<file path="config.mk">
export PLATFORM = sky130hd
export DESIGN_NAME = decode_execute_reg
export DESIGN_NICKNAME = d
export VERILOG_FILES = /design/src/rtl/pipeline_pkg.sv /design/src/rtl/hazard_load_use.sv /design/src/rtl/decode_execute_reg.sv
export SDC_FILE = /design/constraint.sdc
export NUM_CORES = 1
export LEC_CHECK = 0
export ABC_CLOCK_PERIOD_IN_PS = 2100
export CORE_AREA = 2 2 154 156
export CTS_CLUSTER_SIZE = 14
export DETAILED_ROUTE_END_ITERATION = 8
export DIE_AREA = 0 0 156 158
export SYNTH_ARGS = -nofsm -noshare
export SYNTH_HDL_FRONTEND = slang
export SYNTH_HIERARCHICAL = 1
export SYNTH_SLANG_ARGS = --single-unit
</file>
<file path="constraint.sdc">
create_clock -name clk -period 2.1 [get_ports clk]
set_clock_uncertainty 0.1 [all_clocks]
set_input_delay 0.42 -clock clk [delete_from_list [all_inputs] [get_ports clk]]
set_output_delay 0.42 -clock clk [all_outputs]
set_load 0.01 [all_outputs]
</file>
<file path="src/rtl/pipeline_pkg.sv">
// Shared encodings and the packed control bundle carried from Decode to Execute
// in the 5-stage RV32I pipeline.
package pipeline_pkg;

  typedef enum logic [1:0] {
    RES_ALU = 2'b00,
    RES_MEM = 2'b01,
    RES_PC4 = 2'b10,
    RES_IMM = 2'b11
  } result_src_t;

  typedef enum logic [1:0] {
    JMP_NONE = 2'b00,
    JMP_JAL  = 2'b01,
    JMP_JALR = 2'b10
  } jump_t;

  typedef enum logic [2:0] {
    BR_NONE = 3'b000,
    BR_BEQ  = 3'b001,
    BR_BNE  = 3'b010,
    BR_BLT  = 3'b011,
    BR_BGE  = 3'b100,
    BR_BLTU = 3'b101,
    BR_BGEU = 3'b110
  } branch_t;

  typedef enum logic [3:0] {
    ALU_ADD  = 4'b0000,
    ALU_SUB  = 4'b0001,
    ALU_AND  = 4'b0010,
    ALU_OR   = 4'b0011,
    ALU_XOR  = 4'b0100,
    ALU_SLT  = 4'b0101,
    ALU_SLTU = 4'b0110,
    ALU_SLL  = 4'b0111,
    ALU_SRL  = 4'b1000,
    ALU_SRA  = 4'b1001
  } alu_control_t;

  typedef enum logic [2:0] {
    MEM_B  = 3'b000,
    MEM_H  = 3'b001,
    MEM_W  = 3'b010,
    MEM_BU = 3'b100,
    MEM_HU = 3'b101
  } memory_op_t;

  // A load is the only instruction whose result is not ready at the end of Execute.
  localparam logic [1:0] LOAD_RESULT_SRC = RES_MEM;

  // All-zero bundle is a NOP: no write, no store, no jump, no branch.
  typedef struct packed {
    logic       reg_write;
    logic [1:0] result_src;
    logic       mem_write;
    logic [1:0] jump;
    logic [2:0] branch;
    logic [3:0] alu_control;
    logic       alu_src;
    logic [1:0] upper_op;
    logic [2:0] memory_op;
  } ctrl_t;

endpackage

</file>
<file path="src/rtl/hazard_load_use.sv">
// Combinational load-use detection; a taken branch/jump in Execute overrides the stall
// because the instruction sitting in Decode is then on the wrong path.
module hazard_load_use #(
  parameter int         ADDR_WIDTH      = 5,
  parameter logic [1:0] LOAD_RESULT_SRC = pipeline_pkg::LOAD_RESULT_SRC
) (
  input  logic                  valid_e,
  input  logic                  reg_write_e,
  input  logic [1:0]            result_src_e,
  input  logic [ADDR_WIDTH-1:0] rd_e,
  input  logic [ADDR_WIDTH-1:0] rs1_d,
  input  logic [ADDR_WIDTH-1:0] rs2_d,
  input  logic                  rs1_used_d,
  input  logic                  rs2_used_d,
  input  logic                  pc_src_e,
  output logic                  load_use,
  output logic                  stall_f,
  output logic                  stall_d,
  output logic                  flush_d
);

  logic load_in_e;
  logic rs1_hit;
  logic rs2_hit;

  // reg_write_e is already masked for rd=x0, so x0 can never produce a match here.
  assign load_in_e = valid_e && reg_write_e && (result_src_e == LOAD_RESULT_SRC);
  assign rs1_hit   = rs1_used_d && (rs1_d == rd_e);
  assign rs2_hit   = rs2_used_d && (rs2_d == rd_e);
  assign load_use  = load_in_e && (rs1_hit || rs2_hit);

  assign stall_f = load_use && !pc_src_e;
  assign stall_d = load_use && !pc_src_e;
  assign flush_d = pc_src_e;

endmodule

</file>
<file path="src/rtl/decode_execute_reg.sv">
// Decode-to-Execute pipeline register: captures the Decode bundle, or inserts a bubble
// on a taken branch/jump or a load-use hazard.
module decode_execute_reg #(
  parameter int         DATA_WIDTH      = 32,
  parameter int         ADDR_WIDTH      = 5,
  parameter logic [1:0] LOAD_RESULT_SRC = pipeline_pkg::LOAD_RESULT_SRC
) (
  input  logic                  clk,
  input  logic                  rst,
  input  logic                  PCSrcE,
  input  logic                  RegWriteD,
  input  logic [1:0]            ResultSrcD,
  input  logic                  MemWriteD,
  input  logic [1:0]            JumpD,
  input  logic [2:0]            BranchD,
  input  logic [3:0]            ALUControlD,
  input  logic                  ALUSrcD,
  input  logic [1:0]            UpperOpD,
  input  logic [2:0]            MemoryOpD,
  input  logic [DATA_WIDTH-1:0] RD1D,
  input  logic [DATA_WIDTH-1:0] RD2D,
  input  logic [DATA_WIDTH-1:0] PCD,
  input  logic [ADDR_WIDTH-1:0] Rs1D,
  input  logic [ADDR_WIDTH-1:0] Rs2D,
  input  logic [ADDR_WIDTH-1:0] RdD,
  input  logic [DATA_WIDTH-1:0] ImmExtD,
  input  logic [DATA_WIDTH-1:0] PCPlus4D,
  input  logic                  Rs1UsedD,
  input  logic                  Rs2UsedD,
  output logic                  RegWriteE,
  output logic [1:0]            ResultSrcE,
  output logic                  MemWriteE,
  output logic [1:0]            JumpE,
  output logic [2:0]            BranchE,
  output logic [3:0]            ALUControlE,
  output logic                  ALUSrcE,
  output logic [1:0]            UpperOpE,
  output logic [2:0]            MemoryOpE,
  output logic [DATA_WIDTH-1:0] RD1E,
  output logic [DATA_WIDTH-1:0] RD2E,
  output logic [DATA_WIDTH-1:0] PCE,
  output logic [ADDR_WIDTH-1:0] Rs1E,
  output logic [ADDR_WIDTH-1:0] Rs2E,
  output logic [ADDR_WIDTH-1:0] RdE,
  output logic [DATA_WIDTH-1:0] ImmExtE,
  output logic [DATA_WIDTH-1:0] PCPlus4E,
  output logic                  ValidE,
  output logic                  StallF,
  output logic                  StallD,
  output logic                  FlushD
);

  import pipeline_pkg::ctrl_t;

  ctrl_t                 ctrl_d;
  ctrl_t                 ctrl_reg;
  logic                  valid_reg;
  logic [DATA_WIDTH-1:0] rd1_reg;
  logic [DATA_WIDTH-1:0] rd2_reg;
  logic [DATA_WIDTH-1:0] pc_reg;
  logic [DATA_WIDTH-1:0] imm_ext_reg;
  logic [DATA_WIDTH-1:0] pc_plus4_reg;
  logic [ADDR_WIDTH-1:0] rs1_reg;
  logic [ADDR_WIDTH-1:0] rs2_reg;
  logic [ADDR_WIDTH-1:0] rd_reg;
  logic                  load_use;
  logic                  bubble;

  always_comb begin
    ctrl_d             = '0;
    // Writes to x0 are dropped here so nothing downstream ever matches on x0.
    ctrl_d.reg_write   = RegWriteD && (RdD != '0);
    ctrl_d.result_src  = ResultSrcD;
    ctrl_d.mem_write   = MemWriteD;
    ctrl_d.jump        = JumpD;
    ctrl_d.branch      = BranchD;
    ctrl_d.alu_control = ALUControlD;
    ctrl_d.alu_src     = ALUSrcD;
    ctrl_d.upper_op    = UpperOpD;
    ctrl_d.memory_op   = MemoryOpD;
  end

  hazard_load_use #(
    .ADDR_WIDTH     (ADDR_WIDTH),
    .LOAD_RESULT_SRC(LOAD_RESULT_SRC)
  ) u_hazard (
    .valid_e     (valid_reg),
    .reg_write_e (ctrl_reg.reg_write),
    .result_src_e(ctrl_reg.result_src),
    .rd_e        (rd_reg),
    .rs1_d       (Rs1D),
    .rs2_d       (Rs2D),
    .rs1_used_d  (Rs1UsedD),
    .rs2_used_d  (Rs2UsedD),
    .pc_src_e    (PCSrcE),
    .load_use    (load_use),
    .stall_f     (StallF),
    .stall_d     (StallD),
    .flush_d     (FlushD)
  );

  // Flush and load-use produce the same bubble; reset is folded in with them.
  assign bubble = rst || PCSrcE || load_use;

  always_ff @(posedge clk) begin
    if (bubble) begin
      ctrl_reg     <= '0;
      valid_reg    <= 1'b0;
      rd1_reg      <= '0;
      rd2_reg      <= '0;
      pc_reg       <= '0;
      imm_ext_reg  <= '0;
      pc_plus4_reg <= '0;
      rs1_reg      <= '0;
      rs2_reg      <= '0;
      rd_reg       <= '0;
    end else begin
      ctrl_reg     <= ctrl_d;
      valid_reg    <= 1'b1;
      rd1_reg      <= RD1D;
      rd2_reg      <= RD2D;
      pc_reg       <= PCD;
      imm_ext_reg  <= ImmExtD;
      pc_plus4_reg <= PCPlus4D;
      rs1_reg      <= Rs1D;
      rs2_reg      <= Rs2D;
      rd_reg       <= RdD;
    end
  end

  assign RegWriteE   = ctrl_reg.reg_write;
  assign ResultSrcE  = ctrl_reg.result_src;
  assign MemWriteE   = ctrl_reg.mem_write;
  assign JumpE       = ctrl_reg.jump;
  assign BranchE     = ctrl_reg.branch;
  assign ALUControlE = ctrl_reg.alu_control;
  assign ALUSrcE     = ctrl_reg.alu_src;
  assign UpperOpE    = ctrl_reg.upper_op;
  assign MemoryOpE   = ctrl_reg.memory_op;
  assign RD1E        = rd1_reg;
  assign RD2E        = rd2_reg;
  assign PCE         = pc_reg;
  assign ImmExtE     = imm_ext_reg;
  assign PCPlus4E    = pc_plus4_reg;
  assign Rs1E        = rs1_reg;
  assign Rs2E        = rs2_reg;
  assign RdE         = rd_reg;
  assign ValidE      = valid_reg;

endmodule
</file>
* Word-level counts from Yosys, hierarchy flattened
Index checks and enable logic that the tools add are counted.
Storage, ports and cells: flip-flop bits (word level) 195, input port bits 199, logic and storage cells 34
Cells by class: equality and inequality tests 3, multiplexer cells 1, reduce and logical (&&, ||, !) cells 12
Operator list (number):
- 5-bit == test | 2
- 1-bit logical AND | 7
- 5-bit nonzero test | 1
- 1-bit logical OR | 3
- 2-bit by 1-bit == test with 1-bit output, second input constant | 1
- 1-bit logical NOT | 1
- 1-bit 2-to-1 mux | 1

* Depth between registers and ports, before layout
depth in word-level cells 6, depth in mapped cells 8

* Hierarchy
The synthesis kept the hierarchy.
By module, submodules not included:
- decode_execute_reg | times used 1, cells each 412, area an instance 5257.5 µm², sequential area each 3903.7 µm²
- hazard_load_use | times used 1, cells each 20, area an instance 156.4 µm², sequential area each 0.0 µm²

* Worst setup path after synthesis
No wires, ideal clock.
kind input to output, start input Rs1D[1], end output StallF, arrival time 1.254 ns, required time 1.580 ns, path slack 0.326 ns, stages 5, cells stage by stage xnor2_1 > nand4_1 > o22ai_1 > nor3b_2 > buf_4
Between the ends: cells in the longest elaborated chain, start to end 5
RTL lines:
- start, declared | line decode_execute_reg.sv:23 | input logic [ADDR_WIDTH-1:0] Rs1D,
- 5-bit == test | line hazard_load_use.sv:28 | assign rs1_hit = rs1_used_d && (rs1_d == rd_e);
- 1-bit logical AND | line hazard_load_use.sv:28
- 1-bit logical OR | line hazard_load_use.sv:30 | assign load_use = load_in_e && (rs1_hit || rs2_hit);
- 1-bit logical AND | line hazard_load_use.sv:30
- 1-bit logical AND
- end, declared | line decode_execute_reg.sv:48 | output logic StallF,
No other way between the ends.

* Worst setup path in the final report
start register rd_reg[2], in the netlist RdE[2], end output StallD
Between the ends: cells in the longest elaborated chain, start to end 5, elaborated cells on any way between the ends 7, classes of those cells eq/ne (2); reduce/logical (5)
RTL lines:
- start, declared | line decode_execute_reg.sv:65 | logic [ADDR_WIDTH-1:0] rd_reg;
- start signal, assigned | line decode_execute_reg.sv:127 | rd_reg <= RdD;
- 5-bit == test, on equally long branches | line hazard_load_use.sv:28, hazard_load_use.sv:29
- 1-bit logical AND, on equally long branches | line hazard_load_use.sv:28, hazard_load_use.sv:29
- 1-bit logical OR (*) | line hazard_load_use.sv:30
- 1-bit logical AND (*) | line hazard_load_use.sv:30
- 1-bit logical AND (*) | line hazard_load_use.sv:33 | assign stall_d = load_use && !pc_src_e;
- end, declared | line decode_execute_reg.sv:49 | output logic StallD,
Every way passes the cells marked *; elsewhere a longest branch is shown, timed or not.

==> run metrics <==
status=finished, violations left; failing checks=setup timing; CTS Hold Buffers Added=0; final period utilization=110%; Worst-Skew Late Latency=0.42 ns; crit start category=flop; die width=156 µm; GP Congestion=0.821; placed instance count=around 1100; crit path DAT=about 1.8 ns; core area=around 23000 µm²; Die H=158 µm; GRT Total Usage=a little over an eighth; Crit Path Max Fanout=2; Synth area leaders=dfxtp_1 72%, and2_1 22%, xnor2_1 1.6%; Cell Area, Placed=just under 10000 µm²; Vias=4252; clk sink count=195; Fmax=about 430 MHz; most common cell after layout, fill and taps aside=clkdlybuf4s50_1; most frequent cells in the layout=383 x clkdlybuf4s50_1, 192 x and2_1, 190 x dfxtp_1; Final Power=7980 µW; final hold viol count=0; largest net degree at the start of global routing=95; Critical Path Sink Type=output pin; DRT Pass-1 Iters=4; clock root cell=clkbuf_16; Post-Route Utilization=45.3%; CTS clk-pin slew, worst paths=approximately 0.070 ns; final wirelength=18500 µm; Period minus WS final=approximately 2.3 ns; CTS tree=yes; clock tree buffer depth=2; DIE AREA=~25000 µm²; Hold Path Class=input pin to flop; Routed WL per cell=16.2 µm; syn avg cell area=about 13 µm²; max-slew violation count=0; register share of total power=between 40% and 50%; CTS Buf Count=17; Mapped Cells=432; sequential fraction of the synthesis area=about 72%; placement row count=56; # IOs=397; worst hold margin=roughly 0.23 ns; IO Port Bufs=396; RSZ-0062 raised after global routing=yes; # setup viols final=2; fin cells=1139; total grt overflow=0; area share of the largest cell type after synthesis=between 70% and 80%; PwrDens=764 nW/µm²; DR iter-0 viols=109; sw frac=between 20% and 30%; antenna fix cells=0; Ys Warns=6; Multi-input gate area=1450 µm²; vias in the first global route=4111; Initial Util=between 20% and 30%; DRC=0; CP required=1.58 ns; Comb power frac=12.3%; Psw=~1900 µW; syn nets=~630; final instance area=between 10000 and 15000 µm²; first-pass GRT wire length=around 25000 µm; Post-Syn Area=about 5400 µm²; number of fill cells=2125; setup ws final=-0.209 ns; maximum vdd drop=0.454 mV; Storage cell area=between 3000 and 4000 µm²; WS Path Type=flop to output pin; Vias/cell=3.73; LEAKAGE=0.00411 µW; MaxCap Viol Count=0; fin nets=about 1000; Yosys top cell by area=dfxtp_1; antenna violations before repair=0; H-tree lvl count=4; internal power=6110 µW; clock share of power=39.0%; Slew @ Worst Pin=around 0.23 ns; Synth-to-Final Area Change=93.0%; Max-slew headroom=between 80% and 90%; post-synthesis sequential element count=a little under 200; synth unique cells=17; layout cells sized above 1=around 7.4%; antenna-violating nets left=0; Final HPWL DP=about 13000 µm
-- cells in the mapped netlist, drive strengths merged --
master and number:
o311a 1, o22ai 1, dfxtp 195, nand4b 1
xnor2 10, or3 1, buf 5, nor3b 1
nand4 2, nand2 2, and2 193, nor3 1
nor2b 1, clkbuf 18
-- per-layer routing --
layer / vias up / GRT usage [%] / part of all wire (%)
met2: 176 / 23.1 / 51
met5: - / 0 / 0
met1: 1939 / 15.5 / 41
met3: 20 / 4.85 / 6.5
met4: 0 / 4.81 / 1.9
li1: 2117 / - / -
-- power groups by stage --
stage | registers [µW] | logic [µW] | clock network (µW)
floorplan | 4050 | 153 | 0
global placement | 3970 | 943 | 0
detailed placement | 3980 | 944 | 0
CTS | 3890 | 947 | 3220
global route | 3900 | 1050 | 3370
finish | 3890 | 982 | 3110
-- critical path, cell delays in order, from the launching register on --
cell,delay (ns)
dfxtp_2,0.34
buf_6,0.12
xnor2_2,0.16
nand2_1,0.11
o22ai_2,0.15
buf_4,0.15
nor3b_4,0.20
buf_2,0.16
-- flip-flops by register name, summed over array words and instances, names as in the netlist --
| name | flops |
|---|---|
| ValidE | 1 |
| MemoryOpE | 3 |
| ALUControlE | 4 |
| PCPlus4E | 32 |
| RD1E | 32 |
| ImmExtE | 32 |
| PCE | 32 |
| RD2E | 32 |
| BranchE | 3 |
| ALUSrcE | 1 |
| JumpE | 2 |
| RdE | 5 |
| ResultSrcE | 2 |
| RegWriteE | 1 |
| MemWriteE | 1 |
| UpperOpE | 2 |
| Rs2E | 5 |
| Rs1E | 5 |
-- final timing paths --
| check | slack [ns] | cells after the start | end | startpoint |
|---|---|---|---|---|
| hold / removal | 0.23 | 2 | Rs2E[2] | Rs2D[2] |
| setup reg to reg | 0.01 | 10 | Rs1E[4] | RdE[2] |
| hold reg to reg | 0.90 | 4 | ValidE | ResultSrcE[0] |
| setup / recovery | -0.21 | 7 | StallD | RdE[2] |
-- stage by stage --
step                setup TNS, ns  worst slack (ns)
floorplan                       0             0.326
global placement           -84.75            -0.799
detailed placement         -83.97            -0.785
CTS                        -0.418            -0.210
global route                -5.64            -0.292
finish                     -0.417            -0.209
-- area by class of cell --
type,count,share of cell area (%)
Clock inverter,12,1.15
Sequential cell,195,37.5
Tap cell,290,3.47
Multi-Input combinational cell,214,13.9
Clock buffer,18,4.20
Timing Repair Buffer,410,39.8
-- kinds of logic (layout without fill, tap and decap cells) --
family	after synthesis	count (layout)	share of synthesized area, %
simple gates	202	202	23.6
flops	195	195	72.1
buf+inv	23	440	2.38
xor+xnor	10	10	1.62
compound gates	2	2	0.301
-- repair_timing --
action	4_1_cts	5_1_grt
buffers inserted	0	2
pin swaps	5	5
gates resized for setup	29	18
setup endpoints to repair	53	100
hold endpoints to repair	0	0
cloned	0	4
Note: power is estimated with default switching activity, not from simulation.
